--- config.mk ---
export PLATFORM = sky130hd
export DESIGN_NAME = agex_hazard_ctrl
export DESIGN_NICKNAME = d
export VERILOG_FILES = /design/src/rtl/agex_hazard_ctrl.sv
export SDC_FILE = /design/constraint.sdc
export NUM_CORES = 1
export LEC_CHECK = 0
export CAP_MARGIN = 10
export CORE_ASPECT_RATIO = 2
export CORE_MARGIN = 8
export CORE_UTILIZATION = 60
export CTS_BUF_LIST = sky130_fd_sc_hd__clkbuf_4 sky130_fd_sc_hd__clkbuf_8
export CTS_CLUSTER_SIZE = 28
export DETAILED_ROUTE_END_ITERATION = 8
export PLACE_DENSITY = 0.8
export SYNTH_ARGS = -nofsm -noshare
export SYNTH_HDL_FRONTEND = slang
export SYNTH_SLANG_ARGS = --single-unit
--- constraint.sdc ---
create_clock -name clk -period 4.2 [get_ports clk]
set_clock_uncertainty 0.05 [all_clocks]
set_input_delay 0.84 -clock clk [delete_from_list [all_inputs] [get_ports clk]]
set_output_delay 0.84 -clock clk [all_outputs]
set_load 0.005 [all_outputs]
--- src/rtl/agex_hazard_ctrl.sv ---
`default_nettype none
// ============================================================================
// Module      : agex_hazard_ctrl
// Description : Register scoreboard and branch-flush controller sitting at the
//               DE->AGEX boundary. Counts in-flight writers per architectural
//               register between issue and writeback, stalls FE/DE on RAW and
//               counter-overflow hazards, and squashes FE/DE for FLUSH_CYCLES
//               cycles after a taken branch resolves in AGEX.
// Options     : HAZARD_STATS_EN - adds 32-bit stall_cnt / flush_cnt counters.
// Ports       : clk, reset_n        clock, async active-low reset
//               de_*                DE latch instruction (sources, dest, valid)
//               agex_br_taken       taken-branch redirect from AGEX
//               wb_valid/wr_en/rd   retiring register write
//               stall/flush/issue   combinational pipeline controls
//               sb_err              sticky retire-underflow flag
//               stall_cnt/flush_cnt statistics (HAZARD_STATS_EN only)
// Revision    : 1.0 - initial release
// ============================================================================
module agex_hazard_ctrl #(
    parameter int NUM_REGS     = 32,
    parameter int REGNO_BITS   = 5,
    parameter int CNT_BITS     = 2,
    parameter int FLUSH_CYCLES = 2
) (
    input  logic                  clk,
    input  logic                  reset_n,
    input  logic                  de_valid,
    input  logic [REGNO_BITS-1:0] de_rs1,
    input  logic [REGNO_BITS-1:0] de_rs2,
    input  logic                  de_rs1_used,
    input  logic                  de_rs2_used,
    input  logic                  de_wr_en,
    input  logic [REGNO_BITS-1:0] de_rd,
    input  logic                  agex_br_taken,
    input  logic                  wb_valid,
    input  logic                  wb_wr_en,
    input  logic [REGNO_BITS-1:0] wb_rd,
    output logic                  stall,
    output logic                  flush,
    output logic                  issue,
    output logic                  sb_err
`ifdef HAZARD_STATS_EN
    ,
    output logic [31:0]           stall_cnt,
    output logic [31:0]           flush_cnt
`endif
);

    // The flush down-counter holds at most FLUSH_CYCLES-2.
    localparam int FCNT_BITS = (FLUSH_CYCLES > 2) ? $clog2(FLUSH_CYCLES - 1) : 1;
    localparam logic [FCNT_BITS-1:0] FCNT_LOAD =
        (FLUSH_CYCLES > 1) ? FCNT_BITS'(FLUSH_CYCLES - 2) : '0;
    localparam logic [CNT_BITS-1:0] CNT_MAX = '1;

    typedef enum logic [0:0] {
        ST_RUN   = 1'b0,
        ST_FLUSH = 1'b1
    } state_t;

    state_t                state_q, state_d;
    logic [FCNT_BITS-1:0]  fcnt_q, fcnt_d;
    logic [CNT_BITS-1:0]   cnt_q [NUM_REGS];
    logic [CNT_BITS-1:0]   cnt_d [NUM_REGS];
    logic                  sb_err_q, sb_err_d;

    logic w_hazard;
    logic w_flush;
    logic w_stall;
    logic w_issue;
    logic w_inc_sel;
    logic w_dec_sel;

    // Hazards look only at registered counts, so a retire unblocks its
    // dependent one cycle later (no same-cycle bypass).
    assign w_hazard = (de_rs1_used && (de_rs1 != '0) && (cnt_q[de_rs1] != '0)) ||
                      (de_rs2_used && (de_rs2 != '0) && (cnt_q[de_rs2] != '0)) ||
                      (de_wr_en    && (de_rd  != '0) && (cnt_q[de_rd]  == CNT_MAX));

    // A branch seen while already flushing is ignored: AGEX holds bubbles.
    assign w_flush = ((state_q == ST_RUN) && agex_br_taken) || (state_q == ST_FLUSH);
    assign w_stall = de_valid && !w_flush && w_hazard;
    assign w_issue = de_valid && !w_flush && !w_hazard;

    assign stall  = w_stall;
    assign flush  = w_flush;
    assign issue  = w_issue;
    assign sb_err = sb_err_q;

    // Flushed DE instructions never issue, hence never increment.
    assign w_inc_sel = w_issue && de_wr_en && (de_rd != '0);
    assign w_dec_sel = wb_valid && wb_wr_en && (wb_rd != '0);

    always_comb begin
        cnt_d[0] = '0;
        for (int i = 1; i < NUM_REGS; i++) begin
            cnt_d[i] = cnt_q[i];
            if (w_inc_sel && (de_rd == REGNO_BITS'(i)) &&
                !(w_dec_sel && (wb_rd == REGNO_BITS'(i)))) begin
                cnt_d[i] = cnt_q[i] + CNT_BITS'(1);
            end else if (w_dec_sel && (wb_rd == REGNO_BITS'(i)) &&
                         !(w_inc_sel && (de_rd == REGNO_BITS'(i))) &&
                         (cnt_q[i] != '0)) begin
                cnt_d[i] = cnt_q[i] - CNT_BITS'(1);
            end
        end
    end

    // Retire of a register with no writer in flight is an underflow.
    assign sb_err_d = sb_err_q || (w_dec_sel && (cnt_q[wb_rd] == '0));

    always_comb begin
        state_d = state_q;
        fcnt_d  = fcnt_q;
        case (state_q)
            ST_RUN: begin
                if (agex_br_taken && (FLUSH_CYCLES > 1)) begin
                    state_d = ST_FLUSH;
                    fcnt_d  = FCNT_LOAD;
                end
            end
            ST_FLUSH: begin
                if (fcnt_q == '0) begin
                    state_d = ST_RUN;
                end else begin
                    fcnt_d = fcnt_q - FCNT_BITS'(1);
                end
            end
            default: state_d = ST_RUN;
        endcase
    end

    always_ff @(posedge clk or negedge reset_n) begin
        if (!reset_n) begin
            state_q  <= ST_RUN;
            fcnt_q   <= '0;
            sb_err_q <= 1'b0;
            for (int i = 0; i < NUM_REGS; i++) begin
                cnt_q[i] <= '0;
            end
        end else begin
            state_q  <= state_d;
            fcnt_q   <= fcnt_d;
            sb_err_q <= sb_err_d;
            for (int i = 0; i < NUM_REGS; i++) begin
                cnt_q[i] <= cnt_d[i];
            end
        end
    end

`ifdef HAZARD_STATS_EN
    logic        w_br_accept;
    logic [31:0] stall_cnt_q, stall_cnt_d;
    logic [31:0] flush_cnt_q, flush_cnt_d;

    // Counts accepted branches only, i.e. the RUN->flush entry cycle.
    assign w_br_accept = (state_q == ST_RUN) && agex_br_taken;

    always_comb begin
        stall_cnt_d = stall_cnt_q + {31'd0, w_stall};
        flush_cnt_d = flush_cnt_q + {31'd0, w_br_accept};
    end

    always_ff @(posedge clk or negedge reset_n) begin
        if (!reset_n) begin
            stall_cnt_q <= '0;
            flush_cnt_q <= '0;
        end else begin
            stall_cnt_q <= stall_cnt_d;
            flush_cnt_q <= flush_cnt_d;
        end
    end

    assign stall_cnt = stall_cnt_q;
    assign flush_cnt = flush_cnt_q;
`endif

endmodule
`default_nettype wire

### Word-level counts from Yosys, hierarchy flattened

Index checks and enable logic that the tools add are counted.

| operators by class | value |
|---|---|
| bitwise operators | 5 |
| multiplexer cells | 80 |
| reduce and logical (&&, ||, !) cells | 307 |
| magnitude comparators | 4 |
| eq/ne operators | 64 |
| add/sub/neg operators | 63 |

Operators by type and width:

| operator | count |
|---|---|
| logical AND 1 bit | 170 |
| equality test 5 bit, second input constant | 32 |
| 2-to-1 mux 2 bit | 70 |
| nonzero test 2 bit | 64 |
| equality test 5 x 4 -> 1 bit, second input constant | 16 |
| logical NOT 1 bit | 64 |
| adder 2 x 1 -> 2 bit, second input constant | 31 |
| subtractor 2 x 1 -> 2 bit, second input constant | 31 |
| binary-select mux 2 bit (select 5 bit) | 4 |
| equality test 5 x 3 -> 1 bit, second input constant | 8 |
| >= comparator 6 bit, second input constant | 4 |
| NOT 5 -> 6 bit | 4 |
| equality test 5 x 2 -> 1 bit, second input constant | 4 |
| nonzero test 5 bit | 4 |
| equality test 5 x 1 -> 1 bit, second input constant | 2 |
| logical OR 1 bit | 4 |
| 2-to-1 mux 1 bit | 4 |
| one-hot mux 1 bit (2 select lines) | 2 |
| equality test 2 bit, second input constant | 1 |
| logical NOT 2 bit | 1 |
| inequality test 2 bit, second input constant | 1 |
| NOT 1 bit | 1 |
| subtractor 1 bit, second input constant | 1 |

| storage, ports and cells | value |
|---|---|
| input port bits | 29 |
| register bits | 65 |

### Longest topological paths before layout

Gate-level depths: netlist of the first run.

| depth | value |
|---|---|
| word-level depth | 18 |
| depth in mapped cells | 11 |

### Least setup slack after synthesis of the first run

No wires, ideal clock.

| timing | value |
|---|---|
| path type | input-to-output |
| start point | input port de_rd[0] |
| end point | output port issue |
| slack | 0.547 ns |
| data arrival time | 2.763 ns |
| required time | 3.310 ns |
| stages on the path | 10 |
| path through | buf_2 buf_6 mux4_2 o211ai_1 a22oi_1 a311oi_4 buf_6 buf_4 nand2_1 nor2_1 |

| on the way | value |
|---|---|
| cells in the longest elaborated chain, start to end | 9 |
| elaborated cells between the ends (all ways) | 11 |

Ends and longest elaborated chain:

| item | RTL line | RTL |
|---|---|---|
| start: declaration | 33 | `input logic [REGNO_BITS-1:0] de_rd,` |
| NOT 5 -> 6 bit (implied by the code) | 77 | `(de_wr_en && (de_rd != '0) && (cnt_q[de_rd] == CNT_MAX));` |
| binary-select mux 2 bit (select 5 bit) | 77 |  |
| 2-to-1 mux 2 bit (implied by the code) (2 in a row) | 77 |  |
| equality test 2 bit | 77 |  |
| logical AND 1 bit * | 77 |  |
| logical OR 1 bit * | 76 | `(de_rs2_used && (de_rs2 != '0) && (cnt_q[de_rs2] != '0)) \|\|` |
| logical NOT 1 bit * | 82 | `assign w_issue = de_valid && !w_flush && !w_hazard;` |
| logical AND 1 bit * | 82 |  |
| end: declaration | 40 | `output logic issue,` |

Mark *: on every way between the ends. The rest lies on a longest branch, timed or not. The select of a mux whose other input is x is not followed.

### Worst setup path after layout of the first run

| timing | value |
|---|---|
| start point | input port de_rd[1] |
| end point | output port issue |

The elaborated chain is that of the path after synthesis.

==> impl_results.md, run 1 <==
* CTS Buffer Depth at 2
* Final min period at 4.11 ns
* Yosys top cell area share at between 20% and 30%
* Synth unique cells at 45
* RSZ-0062 raised after global routing: no
* CP required at 3.31 ns
* Layout cells sized above 1 at 11.2%
* Vias at 7219
* Hold Path Class: flip-flop to flip-flop
* Final ANT Viol Nets at 0
* Fillers at 880
* Cell family with the largest share of critical-path delay: buffers and inverters
* Pre-CTS WS at -0.184 ns
* Gr usage total at 37.1%
* Area occupied by multi-input gates at 4210 sq um
* Core ar. at 10000 sq um
* Maximum VDD drop at 0.204 mV
* Mux share of post-synthesis cell area at 6.76%
* Fmax at 0.243 GHz
* Initial core utilization at 60.8%
* Dominant cells by area after synthesis: dfrtp_1, nand2_1, nor2_1, o2111ai_1, mux4_2
* DP HPWL at 17800 um
* Io pins at 33
* Max-cap violations at 0
* Slew @ Worst Pin at 1.15 ns
* Critical path's largest stage delay at 0.51 ns
* CP max-delay cell: clkdlybuf4s50_1
* Inserted Clock Buffers at 9
* Initial antenna violation count at 0
* Power per cell area at 259 nW/um^2
* Status: complete, no violations
* WS Path Type: primary input to primary output
* DR DRC count at 0
* Syn nets at 852
* Reg area at 1600 sq um
* # hold bufs at CTS at 0
* Simple-Gate Fraction of Synth Area at 37.5%
* WP data arrival at 3.22 ns
* Diode count at 0
* Adder-cell share of the synthesized area at 0%
* Clock tree sinks at 64
* Htree depth at 3
* First-pass GRT wire length at 38300 um
* Drt first pass iters at 9
* Slew headroom at 23.5%
* Slew Viols, Final at 0
* Final setup viols at 0
* Async SR Flop Fraction at 100%
* Vias in the first global route at 7283
* GPL Wtd Cong at 1.03
* Clk_lat worst skew at between 0.3 and 0.4 ns
* EDFF count, synth at 0
* Worst r2r src: cnt_q[16]
* Startpoint types: primary input
* Largest net degree at the start of global routing at a little under 90
* Top-count cell post-synth: nand2_1
* Clock root buffer: clkbuf_8
* Critical hold path startpoint: state_q
* Buf/Inv on CP at 6
* Pwr Total at 0.00180 W
* Placed standard-cell area at 6650 sq um
* CP endpoint kind: primary output
* Static leakage at 2.91 nW
* Synthesized area per cell at 7.40 sq um
* Via density at around 7.3
* Sequential area share after synthesis at 26.3%
* Commonest cells in the netlist: nand2_1, nor2_1, dfrtp_1, o2111ai_1, clkbuf_1
* Synth Cell Area at 6090 sq um
* I/O Buffers at 32
* Post-Syn Instances at between 800 and 900
* CTS tree: built
* Final hold violation count at 0
* Maximum net fanout on the critical path at 14
* Synth-to-Final Area Change at 14.2%
* CP startpoint: de_rd[1]
* Xor/xnor share of the synthesized area at 0%
* Period utilization at between 90% and 100%
* WL final at around 25000 um
* Final instance area at 6950 sq um
* Yosys top cell by area: dfrtp_1
* YS warnings at 0
* Critical-path cell list: clkdlybuf4s50_1 -> buf_4 -> buf_12 -> a31oi_1 -> mux4_2 -> a211oi_2 -> buf_4 -> a311oi_4 -> buf_4 -> nand2_1 -> nor2_1 -> dlygate4sd2_1
* Nets at approximately 880
* Initial DRC count at 779
* Die Y at 158 um
* Wire per inst at ~25 um
* Die footprint at about 14000 sq um
* Die X-Extent at slightly below 90 um
* Setup slack after layout at 0.0878 ns
* Most common cell on crit path: buf_4
* Total gr overflow at 0
* Largest family of logic cells by synthesized area: simple AND/OR/NAND/NOR gates
* Yosys reg bits at 64
* Clk pin slew, worst setup/hold paths at 0.08 ns
* Main flop type after synthesis: dfrtp_1
* Core Rows at 52
* Post-synthesis compound-gate area fraction at ~24%
[cell families (layout without fill, tap and decap cells)]
logic type | count (synthesis) | in the layout
and+or+nand+nor | 477 | 477
AOI/OAI and AO/OA | 192 | 192
buffers and inverters | 69 | 101
DFF | 64 | 64
muxes | 21 | 21
[sequential cells by signal, indices dropped and copies added (netlist names)]
signal	cells
cnt_q	62
sb_err	1
state_q	1
[cell usage in the layout, fill, tap and decap left out, drive strengths merged, types with 10 or more instances in the layout]
cell type and instances:
o2111ai 60, clkdlybuf4s50 29, and2 33, nor3 31, buf 47, nand2 147, nor2 140, o21ai 35
clkbuf 10, nor2b 10, nand3 16, a211oi 14, a32o 31, nand3b 33, dfrtp 64, mux4 16
and3 36, a21oi 22
[where the power goes]
part / switching [W] / total (W) / internal, W
clock network: 0.000289 / 0.000642 / 0.000352
registers: 0.0000630 / 0.000704 / 0.000641
logic: 0.000273 / 0.000454 / 0.000181
[final cells by class]
type                    count  area share, %
clock buffers              10           1.98
clock inverters             6           1.33
inverters                   7          0.378
multi-input cells         690           60.6
flip-flops and latches     64           23.0
well taps                 135           2.43
repair buffers             78           10.2
[per-layer routing]
| layer | global-route usage (%) | share of wire [%] | vias to the layer above |
|---|---|---|---|
| li1 | - | - | 3112 |
| met1 | 35.0 | 31 | 3375 |
| met2 | 63.5 | 50 | 534 |
| met3 | 9.20 | 8.9 | 198 |
| met4 | 34.4 | 10 | 0 |
| met5 | 0 | 0 | - |
[stage by stage]
step,setup TNS [ns],hold slack (ns),utilization (%),instances
CTS,0,0.389,69.2,988
floorplan,0,0.353,-,823
global route,0,0.401,69.4,990
finish,0,0.394,69.4,990
global placement,-0.232,0.363,66.3,968
detailed placement,-0.274,0.378,66.3,968
[path summary, 6_finish.rpt]
check	endpoint	slack [ns]	cells after the start
min in group asynchronous	cnt_q[31]	0.63	1
max in group asynchronous	cnt_q[23]	2.55	2
worst min register to register	state_q	0.39	1
worst min-delay path	state_q	0.39	1
worst max register to register	cnt_q[54]	0.59	11
worst max-delay path	issue	0.09	12
[what timing repair did]
action                                  CTS  global route
resized for setup                        10             2
pin swaps                                 3             1
endpoints found under the setup margin    2             2
buffers inserted                          3             2
gates cloned                              1             0
(Power assumes the default switching activity.)
==> run 2, diff against run 1 <==
--- a/config.mk
+++ b/config.mk
@@ -5,6 +5,7 @@
 export SDC_FILE = /design/constraint.sdc
 export NUM_CORES = 1
 export LEC_CHECK = 0
+export ABC_CLOCK_PERIOD_IN_PS = 4200
 export CAP_MARGIN = 10
 export CORE_ASPECT_RATIO = 2
 export CORE_MARGIN = 8
@@ -12,6 +13,7 @@
 export CTS_BUF_LIST = sky130_fd_sc_hd__clkbuf_4 sky130_fd_sc_hd__clkbuf_8
 export CTS_CLUSTER_SIZE = 28
 export DETAILED_ROUTE_END_ITERATION = 8
+export GPL_ROUTABILITY_DRIVEN = 0
 export PLACE_DENSITY = 0.8
 export SYNTH_ARGS = -nofsm -noshare
 export SYNTH_HDL_FRONTEND = slang
==> run 2 against run 1 <==
Net effect: die area unchanged; non-clock buffer count decreased by 5; critical path depth shrank 3; worst setup slack better by 0.010 ns; first-iteration DRC count increased by 23%; global-route usage decreased by 2.5 points; largest power group unchanged.
==> impl_results.md, run 2 (same netlist as run 1, synthesis figures left out) <==
* Status: complete, no violations
* Htree depth at 3 (unchanged)
* Clock tree sinks at 64 (unchanged)
* Diode count at 0 (unchanged)
* Critical-path cell list: clkdlybuf4s50_1 -> buf_12 -> mux4_2 -> a22oi_2 -> a22oi_2 -> a311oi_4 -> nand2_1 -> nor2_1 -> dlygate4sd2_1
* Worst Hold Path Cells at 1 (unchanged)
* WL final at 23100 um (-6.1%)
* Static leakage at 2.89 nW (-0.81%)
* Vias in the first global route at 6975 (-4.2%)
* Gr usage total at 34.6% (-2.5 points)
* Total gr overflow at 0 (unchanged)
* Top reg by flops: cnt_q
* CP required at 3.31 ns (about the same)
* Initial antenna violation count at 0 (unchanged)
* Slew Viols, Final at 0 (unchanged)
* Drt first pass iters at 5 (-4)
* Placed standard-cell area at 6610 sq um (-0.49%)
* Max-cap violations at 0 (unchanged)
* First-pass GRT wire length at 36200 um (-5.4%)
* Slew headroom at 34.4% (+11 points)
* DP HPWL at 16400 um (-7.5%)
* Most common cell on crit path: a22oi_2
* Hold EP: state_q
* Critical path's largest stage delay at 0.51 ns (about the same)
* RSZ-0062 raised after global routing: no
* Die Y at 158 um (unchanged)
* Initial DRC count at 959 (+23%)
* Worst r2r src: cnt_q[10]
* CTS Buffer Depth at 2 (unchanged)
* # hold bufs at CTS at 0 (unchanged)
* CP endpoint kind: primary output
* Commonest cells after routing, fill and taps aside: nand2_1, nor2_1, dfrtp_1
* Clock root buffer: clkbuf_8
* WS Path Type: primary input to primary output
* Vias at 7169 (-0.69%)
* Core ar. at 10000 sq um (unchanged)
* Critical hold path startpoint: state_q
* Power per cell area at 259 nW/um^2 (+0.20%)
* WP data arrival at 3.21 ns (about the same)
* Maximum VDD drop at 0.236 mV (+16%)
* Final ANT Viol Nets at 0 (unchanged)
* Fillers at 868 (-1.4%)
* Final instance area at 6900 sq um (-0.79%)
* Final setup viols at 0 (unchanged)
* Wire per inst at 23.5 um (-5.6%)
* Maximum net fanout on the critical path at 10 (-4)
* Clk pin slew, worst setup/hold paths at 0.08 ns (about the same)
* DR DRC count at 0 (unchanged)
* Synth-to-Final Area Change at 13.2%
* Die X-Extent at 87.2 um (unchanged)
* Area occupied by multi-input gates at 4220 sq um (+0.18%)
* Final hold violation count at 0 (unchanged)
* Reg area at 1600 sq um (unchanged)
* Period utilization at 97.7% (-0.24 points)
* Cell family with the largest share of critical-path delay: buffers and inverters
* Initial core utilization at 60.8% (unchanged)
* Nets at 874 (-0.57%)
* Clk_lat worst skew at 0.36 ns (about the same)
* Register-to-Register Setup Slack at 0.61 ns (+0.02 ns)
* Setup TNS at 0 ns (unchanged)
* Buf/Inv on CP at 3 (-3)
* Slew @ Worst Pin at 0.984 ns (-0.163 ns)
* Fmax at 0.244 GHz (+0.25%)
* CP max-delay cell: clkdlybuf4s50_1
* Largest net degree at the start of global routing at 90 (+3.4%)
* Inserted Clock Buffers at 9 (unchanged)
* Io pins at 33 (unchanged)
* Final min period at 4.10 ns (-0.0102 ns)
* Worst flop-to-flop path endpoint: cnt_q[54]
* Most common cell after layout, fill and taps aside: nand2_1
* Reg2Reg Depth at 8 (-3)
* Via density at 7.28 (-0.19%)
* I/O Buffers at 32 (unchanged)
* Layout cells sized above 1 at 10.8% (-0.40 points)
* Startpoint types: primary input
* Max reg flops at 62 (unchanged)
* Final Core Density at 68.8% (-0.55 points)
* CTS tree: built
* Core Rows at 52 (unchanged)
* Die footprint at 13800 sq um (unchanged)
* Hold Path Class: flip-flop to flip-flop
run 2: cell count changes in the layout (fill, tap and decap cells not counted), moves of 2 or more:
cell	before	now
buf_12	4	2
buf_4	41	39
a21oi_2	2	0
a21oi_1	19	21
run 2: area by class of cell:
| class | instances | share of cell area (%) |
|---|---|---|
| multi-input combinational | 690 | 61.2 |
| sequential | 64 | 23.2 |
| timing repair buffer | 73 | 9.34 |
| inverter | 7 | 0.381 |
| clock inverter | 4 | 1.11 |
| clock buffer | 12 | 2.30 |
| tap | 135 | 2.45 |
run 2: routing by layer:
layer / wire length, um / vias up / global-route usage, % / part of all wire, %
li1: - / 3101 / - / -
met5: 0 / - / 0 / 0
met1: 7470 / 3346 / 35.4 / 32
met3: 2300 / 165 / 7.65 / 9.9
met2: 11400 / 557 / 58.4 / 49
met4: 2000 / 0 / 27.9 / 8.6
run 2: through the flow:
stage | setup slack [ns] | power (W) | hold WS, ns | instances
floorplan | 0.547 | 0.000968 | 0.353 | 823
global placement | -0.179 | 0.00111 | 0.363 | 967
detailed placement | -0.173 | 0.00113 | 0.370 | 967
CTS | 0.114 | 0.00177 | 0.381 | 985
global route | 0.00432 | 0.00185 | 0.389 | 985
finish | 0.0980 | 0.00179 | 0.380 | 985
run 2: how the worst max path moves through the flow:
stage             to  startpoint  depth (start not counted)
6_report       issue    de_rd[0]                          9
5_1_grt        issue    de_rd[0]                          9
2_1_floorplan  issue    de_rd[0]                         10
4_1_cts        issue   de_rs1[1]                         11
3_5_place_dp   issue    de_rd[0]                          9
3_3_place_gp   issue    de_rd[0]                          9
run 2: repair_timing:
item | in CTS | in global routing
pin swaps | 1 | 2
buffers inserted | 2 | 0
endpoints found under the setup margin | 2 | 2
resized for setup | 9 | 4
run 2: worst reg2reg max path, delay by kind of cell, from the launching register on:
kind	cells	cell delay (ns)
buffers and inverters	1	0.82
and+or+nand+nor	3	0.71
AOI/OAI and AO/OA	4	1.38
DFF	1	0.50
run 2: where the power goes:
group	internal [W]	total, W	switching, W
clock network	0.000375	0.000645	0.000270
logic	0.000174	0.000438	0.000265
registers	0.000641	0.000705	0.0000641
